File: src/rtl/icache_2word_if.sv
// icache_2word_if: fetch-port and memory-port signals shared by the datapath, icache and memory controller
interface icache_2word_if #(parameter int WORD_W = 32);
  logic              imemREN;
  logic [WORD_W-1:0] imemaddr;
  logic              ihit;
  logic [WORD_W-1:0] imemload;
  logic              iREN;
  logic [WORD_W-1:0] iaddr;
  logic              iwait;
  logic [WORD_W-1:0] iload;
  modport master (output imemREN, imemaddr, iwait, iload, input ihit, imemload, iREN, iaddr);
  modport slave (input imemREN, imemaddr, iwait, iload, output ihit, imemload, iREN, iaddr);
endinterface

File: src/rtl/icache_2word.sv
// icache_2word: direct-mapped read-only instruction cache with 2-word blocks and hit/miss counters
module icache_2word #(
  parameter int SETS   = 8,
  parameter int WORD_W = 32
) (
  input  logic          CLK,
  input  logic          nRST,
  input  logic          halt,
  icache_2word_if.slave ic,
  output logic [31:0]   hit_count,
  output logic [31:0]   miss_count
);
  localparam int IDX_W = $clog2(SETS);
  localparam int TAG_W = WORD_W - IDX_W - 3;
  typedef enum logic [1:0] {IDLE, FETCH0, FETCH1} state_t;
  state_t state, next_state;
  logic [SETS-1:0]   valid;
  logic [TAG_W-1:0]  tags  [SETS];
  logic [WORD_W-1:0] data0 [SETS];
  logic [WORD_W-1:0] data1 [SETS];
  logic [TAG_W-1:0]  req_tag, miss_tag;
  logic [IDX_W-1:0]  req_idx, miss_idx;
  logic              hit, miss, ack;
  assign req_tag = ic.imemaddr[WORD_W-1:IDX_W+3];
  assign req_idx = ic.imemaddr[IDX_W+2:3];
  assign hit  = ic.imemREN && state == IDLE && valid[req_idx] && tags[req_idx] == req_tag;
  assign miss = ic.imemREN && state == IDLE && !hit;
  assign ack  = state != IDLE && !ic.iwait;
  assign ic.ihit     = hit;
  assign ic.imemload = hit ? (ic.imemaddr[2] ? data1[req_idx] : data0[req_idx]) : '0;
  // fills run from the latched miss address so a redirect cannot disturb them
  assign ic.iREN  = state != IDLE;
  assign ic.iaddr = ic.iREN ? {miss_tag, miss_idx, state == FETCH1, 2'b00} : '0;
  always_comb begin
    next_state = state;
    if (state == IDLE) next_state = miss ? FETCH0 : IDLE;
    else if (ack) next_state = state == FETCH0 ? FETCH1 : IDLE;
  end
  always_ff @(posedge CLK, negedge nRST) begin
    if (!nRST) begin
      state      <= IDLE;
      valid      <= '0;
      miss_tag   <= '0;
      miss_idx   <= '0;
      hit_count  <= '0;
      miss_count <= '0;
    end else begin
      state <= next_state;
      if (miss) begin
        miss_tag <= req_tag;
        miss_idx <= req_idx;
      end
      if (state == FETCH0 && ack) valid[miss_idx] <= 1'b0;
      if (state == FETCH1 && ack) valid[miss_idx] <= 1'b1;
      if (hit && !halt) hit_count <= hit_count + 32'd1;
      if (miss && !halt) miss_count <= miss_count + 32'd1;
    end
  end
  always_ff @(posedge CLK) begin
    if (ack && state == FETCH0) data0[miss_idx] <= ic.iload;
    if (ack && state == FETCH1) begin
      data1[miss_idx] <= ic.iload;
      tags[miss_idx]  <= miss_tag;
    end
  end
endmodule
File: src/flat_wrapper.sv
// flat-port wrapper written by rule: the top's interface ports become plain ports
module icache_2word_flat 
#(
  parameter int SETS   = 8,
  parameter int WORD_W = 32
)
  (CLK, nRST, halt, hit_count, miss_count, ic_imemREN, ic_imemaddr, ic_iwait, ic_iload, ic_ihit, ic_imemload, ic_iREN, ic_iaddr);
  icache_2word_if #(.WORD_W(WORD_W)) ic_i ();
  input  logic CLK;
  input  logic nRST;
  input  logic halt;
  output logic [31:0] hit_count;
  output logic [31:0] miss_count;
  input wire logic [$bits(ic_i.imemREN)-1:0] ic_imemREN;
  input wire logic [$bits(ic_i.imemaddr)-1:0] ic_imemaddr;
  input wire logic [$bits(ic_i.iwait)-1:0] ic_iwait;
  input wire logic [$bits(ic_i.iload)-1:0] ic_iload;
  output wire logic [$bits(ic_i.ihit)-1:0] ic_ihit;
  output wire logic [$bits(ic_i.imemload)-1:0] ic_imemload;
  output wire logic [$bits(ic_i.iREN)-1:0] ic_iREN;
  output wire logic [$bits(ic_i.iaddr)-1:0] ic_iaddr;
  assign ic_i.imemREN = ic_imemREN;
  assign ic_i.imemaddr = ic_imemaddr;
  assign ic_i.iwait = ic_iwait;
  assign ic_i.iload = ic_iload;
  assign ic_ihit = ic_i.ihit;
  assign ic_imemload = ic_i.imemload;
  assign ic_iREN = ic_i.iREN;
  assign ic_iaddr = ic_i.iaddr;
  icache_2word #(.SETS(SETS), .WORD_W(WORD_W)) u_core (.CLK(CLK), .nRST(nRST), .halt(halt), .ic(ic_i), .hit_count(hit_count), .miss_count(miss_count));
endmodule
File: config.mk
export PLATFORM = sky130hd
export DESIGN_NAME = icache_2word_flat
export DESIGN_NICKNAME = d
export VERILOG_FILES = /design/src/rtl/icache_2word_if.sv /design/src/rtl/icache_2word.sv /design/src/flat_wrapper.sv
export SDC_FILE = /design/constraint.sdc
export NUM_CORES = 1
export LEC_CHECK = 0
export BUFFER_PORTS_ARGS = -buffer_cell sky130_fd_sc_hd__buf_4
export CAP_MARGIN = 5
export CORE_ASPECT_RATIO = 0.9
export CORE_MARGIN = 10
export CORE_UTILIZATION = 60
export DETAILED_ROUTE_END_ITERATION = 10
export PLACE_DENSITY_LB_ADDON = 0.3
export SLEW_MARGIN = 40
export SYNTH_ARGS = -nofsm -noshare
export SYNTH_HDL_FRONTEND = slang
export SYNTH_SLANG_ARGS = --single-unit
File: constraint.sdc
create_clock -name CLK -period 6.1 [get_ports CLK]
set_clock_uncertainty 0.1 [all_clocks]
set_input_delay 0.305 -clock CLK [delete_from_list [all_inputs] [get_ports CLK]]
set_output_delay 0.305 -clock CLK [all_outputs]
set_load 0.005 [all_outputs]
==> flow_summary.yaml <==
drt:
  viasPerCell: 6.34
  drc_errors: 0
  drt_iter0_markers: 1750
  antenna_left: 0
  drt_first_pass_iters: 5
  wl_per_cell_microns: 28.0
  vias: 17000
  finalWirelength_mm: 75.0
floorplan:
  fp.dieH_microns: 241
  std_cell_rows: 81
  initial_core_util_pct: 60.3
  core-area_sq_um: 54100
  die_x_microns: 266
  dieArea_sq_um: 64100
  io_pins: 199
setup_path:
  worstSetupPathType: "reg2out"
  worstRegToRegCells: 9
  r2r_setup_slack_ps: 2340
  startpoint_type: "flip-flop"
  crit_arrival_ps: 3960
  critPathMaxFanout: 19
  cp_cell_sequence: "mux4_2 > mux2i_1 > xor2_1 > nand4_1 > nor4b_2 > nand4_1 > buf_4 > buf_4 > nor2b_1 > buf_4"
  slowest_delay_ps: 500
  r2r-start: "u_core.tags[6][18]"
  cp.required_ps: 5690
  crit_path_top_delay_cell: "mux4_2"
  worstSetupEndpointType: "primary output"
  critPathMostFrequentCell: "buf_4"
  r2r_end: "u_core.hit_count[1]"
  setup.worst_path.start: "u_core.tags[6][18]"
clock_network:
  clkTransAtPathRegs_ps: 60
  postCtsSetupBuffers: 0
  cts_root_buf: "clkbuf_16"
  cts_buffers: 80
  htreeDepth: 3
  clk_latency_ps: 620
  clockBufferDepth: 3
  cts.sinks: 823
  cts_tree: "yes"
power:
  ir_drop_mv: 0.253
  p_sw_mw: 3.20
  seqPwrFrac_pct: 52.1
  p_leak_nw: 13.4
  clkPwrFrac_pct: 37.4
  powerDensity_nw_per_um2: 353
  switching_share_pct: 23.7
  p_int_mw: 10.3
  combPwrFrac_pct: 10.5
sta:
  final.period_utilization_pct: 71.6
  finalSetupViolCount: 0
  tightest_slew_ps: 827
  fin_hold_ws_ps: 42.0
  min_period_ps: 4360
  fin_setup_tns_ps: 0
  hold_viol: 0
  slew_viol_final: 0
  maxSlewHeadroom_pct: 44.9
  rsz0062_at_grt: "no"
  max_freq_ghz: 0.229
hold_path:
  holdCritStartpoint: "halt"
  hold_end: "u_core.hit_count[10]"
  hold_depth: 3
  hold_path_class: "in2reg"
logic_synthesis:
  synthFlopType: "edfxtp_1"
  synth_edf_count: 720
  synth_area_leader_cell: "edfxtp_1"
  yosysUniqueCellTypes: 50
  avgSynthCellArea_sq_um: 20.3
  ys_seq_elements: 823
  netlist_area_sq_um: 32600
  async_reset_ff_share_pct: 12.5
  synth_cells: 1608
  yosysMostFrequentCell: "edfxtp_1"
  synthTopCellsByCount: "edfxtp_1 (720), mux4_2 (192), dfrtp_1 (103)"
  synth_top_area_share_pct: 66.2
  yosysSeqAreaShare_pct: 74.1
  ys_warn_count: 0
  synth_area_leaders: "edfxtp_1 (66%), mux4_2 (13%), dfrtp_1 (7.9%)"
cells_and_area:
  final_layout_size_suffix_gt1_share_pct: 31.2
  nFillCells: 3163
  multi_input_comb_area_sq_um: 8120
  area_delta_synth_final_pct: 17.4
  nNetsFinal: 1972
  ff_latch_area_sq_um: 24200
run_status:
  status: "complete, no violations"
global_routing:
  grt_overflow_total: 0
  grt_start_max_net_pins: 79
  grt_util_all_layers_pct: 23.6
  grt_pass1_vias: 17700
  grt_antenna_before_repair: 3
  grt_pass1_wl_mm: 112
placement:
  hpwl_mm: 39.8
  gp_congestion: 0.839
  io_buffers: 194
run:
  max-cap-violations: 0
==> cell type report <==
class	count	share of cell area, %
inverters	10	0.0979
multi-input cells	695	21.2
clock buffers	104	5.84
well taps	705	2.30
clock inverters	45	1.22
diodes	1	0.00653
flip-flops and latches	823	63.1
repair buffers	291	6.22
==> state kept, by name, indices dropped and copies added (netlist names) <==
| signal | count |
|---|---|
| u_core.data0 | 256 |
| u_core.data1 | 256 |
| u_core.tags | 208 |
| u_core.hit_count | 32 |
| u_core.miss_count | 32 |
| u_core.miss_tag | 26 |
| u_core.valid | 8 |
| u_core.miss_idx | 3 |
| u_core.state | 2 |
==> cell usage in the layout, fill, tap and decap left out, types with 3 or more instances in the layout <==
master,count
dfrtp_1,103
xor2_1,47
a22oi_1,12
buf_6,4
nor2b_1,69
mux2_2,39
mux4_2,192
mux2i_1,51
nor4_1,22
nor2_4,12
dlygate4sd3_1,60
a22o_1,3
nand2b_1,6
clkinvlp_4,4
nand2_1,29
and2_1,8
nand4_1,32
clkbuf_16,85
xnor2_1,32
or3_1,5
and4_1,7
nor2_1,15
inv_1,10
nand3_1,26
clkbuf_1,15
edfxtp_1,720
buf_4,224
clkinv_1,10
a21bo_2,3
nand3b_1,6
o21ai_0,15
clkinv_2,19
nor3_1,12
and3_1,15
bufinv_16,9
nor4b_2,4
clkbuf_8,5
nor3_2,5
==> power groups by stage <==
| stage | Combinational (mW) | Clock, mW | Sequential (mW) |
|---|---|---|---|
| floorplan | 0.777 | 0 | 7.02 |
| global placement | 1.34 | 0 | 7.10 |
| detailed placement | 1.38 | 0 | 7.14 |
| CTS | 1.43 | 5.14 | 7.04 |
| global route | 1.50 | 5.34 | 7.09 |
| finish | 1.41 | 5.06 | 7.05 |
==> through the flow <==
| stage | cells | setup slack (ps) | area (sq um) | total power, mW | utilization (%) |
|---|---|---|---|---|---|
| global placement | 2462 | 1310 | 35000 | 8.44 | 64.6 |
| CTS | 2673 | 1800 | 38300 | 13.6 | 70.8 |
| floorplan | 1609 | 481 | 32600 | 7.80 | - |
| global route | 2674 | 1530 | 38300 | 13.9 | 70.8 |
| detailed placement | 2464 | 1860 | 35000 | 8.52 | 64.7 |
| finish | 2674 | 1740 | 38300 | 13.5 | 70.8 |
==> critical path, delay by kind of cell (launching register included) <==
kind                      cells  cell delay (ps)
and+or+nand+nor               4             1080
buffers and inverters         3              710
muxes                         2              670
xor gates and xnor gates      1              500
DFF                           1              380
==> cells by family (layout without fill, tap and decap cells) <==
group | count (synthesis) | after routing | synth area share (%)
flops | 823 | 823 | 74.1
compound gates | 49 | 49 | 1.07
mux | 282 | 282 | 16.2
simple gates | 281 | 281 | 5.08
other cells | 1 | 3 | 0.0115
fa+ha+maj | 2 | 2 | 0.0767
xor+xnor | 79 | 79 | 2.12
buf+inv | 91 | 450 | 1.35
==> how the worst max path moves through the flow <==
stage,to,depth (start not counted)
2_1_floorplan,u_core.data1[0][0],4
3_3_place_gp,u_core.hit_count[1],11
3_5_place_dp,u_core.hit_count[1],11
4_1_cts,ic_imemload[13],10
5_1_grt,ic_imemload[3],12
6_report,ic_imemload[3],10
==> routing by layer <==
| layer | track usage (%) | up-vias | share of wire [%] |
|---|---|---|---|
| li1 | - | 7125 | - |
| met1 | 30.9 | 8823 | 38 |
| met2 | 38.9 | 842 | 50 |
| met3 | 5.46 | 171 | 8.7 |
| met4 | 8.20 | 2 | 2.9 |
| met5 | 0 | - | 0.016 |
==> what timing repair did <==
item,CTS,global route
endpoints found under the setup margin,0,0
gates resized for setup,0,0
hold buffers,60,0
endpoints found under the hold margin,578,0
(Power assumes the default switching activity.)
